File: config.mk
export PLATFORM = sky130hd
export DESIGN_NAME = mem_slave
export DESIGN_NICKNAME = d
export VERILOG_FILES = /design/src/rtl/fifo_pkg.sv /design/src/rtl/mem_slave_ram.sv /design/src/rtl/mem_slave.sv
export SDC_FILE = /design/constraint.sdc
export NUM_CORES = 1
export LEC_CHECK = 0
export BUFFER_PORTS_ARGS = -buffer_cell sky130_fd_sc_hd__buf_2
export CAP_MARGIN = 15
export CELL_PAD_IN_SITES_DETAIL_PLACEMENT = 1
export CELL_PAD_IN_SITES_GLOBAL_PLACEMENT = 2
export CORE_MARGIN = 2
export CORE_UTILIZATION = 47
export DETAILED_ROUTE_END_ITERATION = 12
export PLACE_DENSITY_LB_ADDON = 0.2
export RECOVER_POWER = 50
export SETUP_SLACK_MARGIN = 0.5
export SYNTH_ARGS = -nofsm -noshare
export SYNTH_HDL_FRONTEND = slang
export SYNTH_SLANG_ARGS = --single-unit
File: constraint.sdc
create_clock -name clk_mem -period 3.4 [get_ports clk_mem]
set_input_delay 0.17 -clock clk_mem [delete_from_list [all_inputs] [get_ports clk_mem]]
set_output_delay 0.17 -clock clk_mem [all_outputs]
set_load 0.01 [all_outputs]
File: src/rtl/fifo_pkg.sv
// rtl/fifo_pkg.sv - shared constants for the master/FIFO/memory-slave path
// Holds the datapath width shared by the master, async FIFO and mem_slave,
// plus the mem_slave FSM state encoding.
package fifo_pkg;

  localparam int DATA_W = 8;

  localparam logic [1:0] ST_IDLE  = 2'd0;
  localparam logic [1:0] ST_FETCH = 2'd1;
  localparam logic [1:0] ST_STORE = 2'd2;

endpackage

File: src/rtl/mem_slave_ram.sv
// rtl/mem_slave_ram.sv - simple dual-port RAM, sync write, registered read
// Ports:
//   clk      - clock, all flops on rising edge
//   rst_n    - async active-low reset (read register only; array not reset)
//   we       - write enable
//   wr_addr  - write address
//   wr_data  - write data
//   rd_addr  - read address
//   rd_data  - registered read data; same-edge write returns old contents
module mem_slave_ram #(
  parameter int DATA_W = 8,
  parameter int DEPTH  = 16,
  parameter int ADDR_W = 4
) (
  input  logic              clk,
  input  logic              rst_n,
  input  logic              we,
  input  logic [ADDR_W-1:0] wr_addr,
  input  logic [DATA_W-1:0] wr_data,
  input  logic [ADDR_W-1:0] rd_addr,
  output logic [DATA_W-1:0] rd_data
);

  logic [DATA_W-1:0] r_mem [DEPTH];

  always_ff @(posedge clk) begin
    if (we) begin
      r_mem[wr_addr] <= wr_data;
    end
  end

  // Both blocks sample on the same edge, so the read sees the pre-write word.
  always_ff @(posedge clk or negedge rst_n) begin
    if (!rst_n) begin
      rd_data <= '0;
    end else begin
      rd_data <= r_mem[rd_addr];
    end
  end

endmodule

File: src/rtl/mem_slave.sv
// rtl/mem_slave.sv - pops the master-to-memory FIFO into a local byte RAM
// Ports:
//   clk_mem       - single clock
//   reset_n       - async active-low reset
//   fifo_data_out - FIFO read data, valid the cycle after a pop
//   fifo_empty    - FIFO empty flag (already in clk_mem domain)
//   r_en          - FIFO pop request, one cycle per pop (state-decoded)
//   clear         - sync clear of write pointer and count
//   rd_addr       - readback address
//   rd_data       - registered readback data
//   wr_ptr        - next write address
//   count         - valid words, saturating at DEPTH
//   mem_full      - count == DEPTH
//   busy          - FSM not idle
module mem_slave
  import fifo_pkg::*;
#(
  parameter int DATA_W = fifo_pkg::DATA_W,
  parameter int DEPTH  = 16,
  parameter int ADDR_W = 4,
  parameter int WRAP   = 0
) (
  input  logic              clk_mem,
  input  logic              reset_n,
  input  logic [DATA_W-1:0] fifo_data_out,
  input  logic              fifo_empty,
  output logic              r_en,
  input  logic              clear,
  input  logic [ADDR_W-1:0] rd_addr,
  output logic [DATA_W-1:0] rd_data,
  output logic [ADDR_W-1:0] wr_ptr,
  output logic [ADDR_W:0]   count,
  output logic              mem_full,
  output logic              busy
);

  localparam logic [ADDR_W:0] LP_DEPTH = (ADDR_W+1)'(DEPTH);

  logic [1:0]        r_state;
  logic [1:0]        w_state_nxt;
  logic [ADDR_W-1:0] r_wr_ptr;
  logic [ADDR_W:0]   r_count;

  logic              w_full;
  logic              w_room;
  logic              w_store;
  logic [ADDR_W-1:0] w_wr_addr;
  logic [ADDR_W:0]   w_base_cnt;
  logic [ADDR_W:0]   w_cnt_post;
  logic              w_room_next;

  assign w_full  = (r_count == LP_DEPTH);
  assign w_room  = !w_full || (WRAP != 0);
  assign w_store = (r_state == ST_STORE);

  // A clear coinciding with a store rebases the in-flight byte to address 0
  // so the popped byte is kept rather than dropped.
  assign w_wr_addr  = clear ? '0 : r_wr_ptr;
  assign w_base_cnt = clear ? '0 : r_count;
  assign w_cnt_post = (w_base_cnt == LP_DEPTH) ? LP_DEPTH : w_base_cnt + 1'b1;
  assign w_room_next = (w_cnt_post != LP_DEPTH) || (WRAP != 0);

  always_comb begin
    w_state_nxt = ST_IDLE;
    case (r_state)
      ST_IDLE:  w_state_nxt = (!fifo_empty && w_room) ? ST_FETCH : ST_IDLE;
      ST_FETCH: w_state_nxt = ST_STORE;
      ST_STORE: w_state_nxt = (!fifo_empty && w_room_next) ? ST_FETCH : ST_IDLE;
      default:  w_state_nxt = ST_IDLE;
    endcase
  end

  always_ff @(posedge clk_mem or negedge reset_n) begin
    if (!reset_n) begin
      r_state  <= ST_IDLE;
      r_wr_ptr <= '0;
      r_count  <= '0;
    end else begin
      r_state <= w_state_nxt;
      if (w_store) begin
        // Power-of-two depth: the pointer wraps naturally.
        r_wr_ptr <= w_wr_addr + 1'b1;
        r_count  <= w_cnt_post;
      end else if (clear) begin
        r_wr_ptr <= '0;
        r_count  <= '0;
      end
    end
  end

  mem_slave_ram #(
    .DATA_W (DATA_W),
    .DEPTH  (DEPTH),
    .ADDR_W (ADDR_W)
  ) u_ram (
    .clk     (clk_mem),
    .rst_n   (reset_n),
    .we      (w_store),
    .wr_addr (w_wr_addr),
    .wr_data (fifo_data_out),
    .rd_addr (rd_addr),
    .rd_data (rd_data)
  );

  assign r_en     = (r_state == ST_FETCH);
  assign busy     = (r_state != ST_IDLE);
  assign wr_ptr   = r_wr_ptr;
  assign count    = r_count;
  assign mem_full = w_full;

endmodule

==> results.md <==
- FF+latch count, synth: 147
- Fin. Hold Viols: 0
- Status: complete, no violations
- Post-synthesis sequential area ratio: between 70% and 80%
- IO Count: 36
- Worst Tran Pin Value: roughly 1300 ps
- Setup tns final: 0 ps
- Largest cells by area after synthesis: edfxtp_1, dfrtp_1, mux4_2
- Routed via count: 2788
- YS warnings: 0
- Worst Skew: 6.56 ps
- Area share of the largest cell type after synthesis: between 60% and 70%
- DR pass1 iterations: 4
- Post-layout worst setup margin: 1350 ps
- Min-Delay Path Class: primary input to flip-flop
- CP Max Fanout: 8
- Die H: between 100 and 150 um
- Cts bufs inserted: 17
- Sink of the worst hold path: wr_ptr[3]$_DFF_PN0_
- Reg-to-reg slack, setup: between 1000 and 1500 ps
- Fillers: 1078
- Area occupied by multi-input gates: 1320 um^2
- Mapped Cells: 286
- Worst Path Arrival: ~2100 ps
- Core footprint: approximately 12000 um^2
- Mean Syn Cell Area: 20.1 um^2
- Period utilization: around 60%
- Max-cap violations: 0
- Port-buffer cells: 35
- Starting Density: 48.0%
- Type of the worst setup path: flip-flop to flip-flop
- CTS tree: done
- DP Worst Slack: 1260 ps
- Row cnt: 40
- Register area: 4320 um^2
- Vias in the first global route: between 3k and 4k
- DRT iter0 DRCs: around 190
- Antenna diodes: 0
- Clk sinks: 147
- Dpl hpwl: 7590 um
- Count of cell types in the netlist: 30
- Largest net degree at the start of global routing: 33
- Initial antenna violation count: 0
- GP Congestion: approximately 0.75
- Post-CTS sizing: 0
- Hold wc startpoint: clear
- CTS H-tree lvls: 4
- PD cells: ~580 nW/um^2
- Relative slew margins: ~14%
- Critical path endpoint category: flip-flop
- Critical Path Source Type: flip-flop
- Min Tclk post-route: 2050 ps
- Post-route ant nets: 0
- Wire length per cell: 23.4 um
- First-pass GRT wire length: about 18000 um
- Detailed-route DRC error count: 0
- Worst vdd rail ir drop: 0.336 mV
- Worst skew pair latency: approximately 400 ps
- Mapped cell area: between 5000 and 6000 um^2
- Hold path depth: 2
- Net Count, Synth: 306
- Grt ovf: 0
- Final nets: 353
- Total track usage: 19.5%
- # setup viols final: 0
- R2r endpoint: u_ram.r_mem[9][5]$_DFFE_PP_
- Clock transition at path regs: around 50 ps
- Setup crit start: r_state[1]$_DFF_PN0_
- Tot Pwr: 3800 uW
- Max-slew violations: 0
- Vias per cell: roughly 5.7
- Total wire length: 11500 um
- Leak pwr: 0.00225 uW
- Die span in x: 114 um
- FF-to-FF path depth: 3
- Share of cells above drive strength 1: around 17%
- Max Fclk: slightly below 0.5 GHz
- Area leader, netlist: edfxtp_1
- Clk root buf: clkbuf_16
- Die footprint: about 13000 um^2
- WP data required: 3430 ps
- Layout area overhead: 13.8%
- RSZ-0062 raised after global routing: false
- Maximum clock path buffer count: 2
- Worst r2r src: r_state[1]$_DFF_PN0_
==> layout make-up <==
| cell class | count | area share [%] |
|---|---|---|
| inverters | 2 | 0.115 |
| repair buffers | 40 | 2.99 |
| well taps | 147 | 2.82 |
| clock buffers | 21 | 6.74 |
| flip-flops and latches | 147 | 66.1 |
| multi-input cells | 125 | 20.1 |
| clock inverters | 11 | 1.05 |
==> worst max-delay path by stage <==
stage | end | slack (ps)
3_3_place_gp | u_ram.rd_data[3]$_DFF_PN0_ | 1290
6_report | u_ram.r_mem[9][5]$_DFFE_PP_ | 1350
5_1_grt | u_ram.r_mem[2][7]$_DFFE_PP_ | 1150
4_1_cts | u_ram.r_mem[9][5]$_DFFE_PP_ | 1290
2_1_floorplan | u_ram.r_mem[11][0]$_DFFE_PP_ | 1680
3_5_place_dp | u_ram.r_mem[6][7]$_DFFE_PP_ | 1260
==> kinds of logic after synthesis <==
logic type,count (synthesis),share of synthesized area [%]
compound gates,21,2.60
buf+inv,14,1.79
fa+ha+maj,4,0.872
mux,32,13.5
flops,147,75.3
simple gates,61,4.91
xor+xnor,7,1.07
==> placed cells by master, fill, tap and decap left out, types with 2 or more instances in the layout <==
master           n
clkbuf_1        22
nand4_1          3
edfxtp_1       128
nand2_1         17
ha_1             4
mux4_2          18
buf_4            3
a22oi_1         16
mux4_1          14
xnor2_1          3
nor2_1          25
dlygate4sd3_1    2
inv_1            2
buf_2           17
clkbuf_16       17
xor2_1           4
nand2b_1         4
dfrtp_1         19
clkinv_1         9
o21ai_0          3
nor2b_1          4
==> through the flow <==
stage	cells	util [%]	cell area [um^2]	hold WS, ps
after floorplan	286	-	5740	-126
after global placement	459	50.4	6020	180
after detailed placement	459	50.4	6020	185
after CTS	493	54.8	6550	102
after global routing	493	54.6	6530	123
final	493	54.6	6530	106
==> metal layers <==
metal,up-vias,wire length [um],GRT usage (%)
li1,1246,-,-
met1,1451,5050,25.1
met2,71,5820,31.7
met3,20,431,5.19
met4,0,237,7.80
met5,-,0,0
==> worst max-delay path, stage by stage, from the launching register on <==
cell and delay, ps:
dfrtp_1 380, nor2b_1 360, nand2_1 210, nor2_1 710
==> registers in the layout, indices dropped and copies added (netlist names) <==
register / cells
u_ram.r_mem: 128
r_state: 2
u_ram.rd_data: 8
wr_ptr: 4
count: 5
==> what timing repair did <==
item / 4_1_cts / 5_1_grt
hold buffers: 2 / 0
hold endpoints to repair: 20 / 0
setup buffers: 0 / 0
==> synthesized netlist by cell type <==
master,n
nand2b_1,4
and2b_1,1
nor2b_1,4
and3b_1,1
nor2_1,25
edfxtp_1,128
buf_2,4
nand4_1,3
a2111oi_0,1
a22oi_1,16
nand2_1,17
nor4b_1,1
and2_1,1
mux4_2,18
nor3b_1,1
xor2_1,4
buf_4,1
a21oi_1,1
xnor2_1,3
nor3_1,1
ha_1,4
buf_6,3
nand3_1,1
clkbuf_1,1
clkdlybuf4s25_2,3
dfrtp_1,19
o21ai_0,3
inv_1,2
or2_2,1
mux4_1,14
==> power by group <==
part	internal, uW	leakage (uW)	switching, uW
sequential	1990	0.00140	12.1
clock	979	0.000246	640
combinational	67.5	0.000601	109
total	3030	0.00225	761
Note: power is estimated with default switching activity, not from simulation.
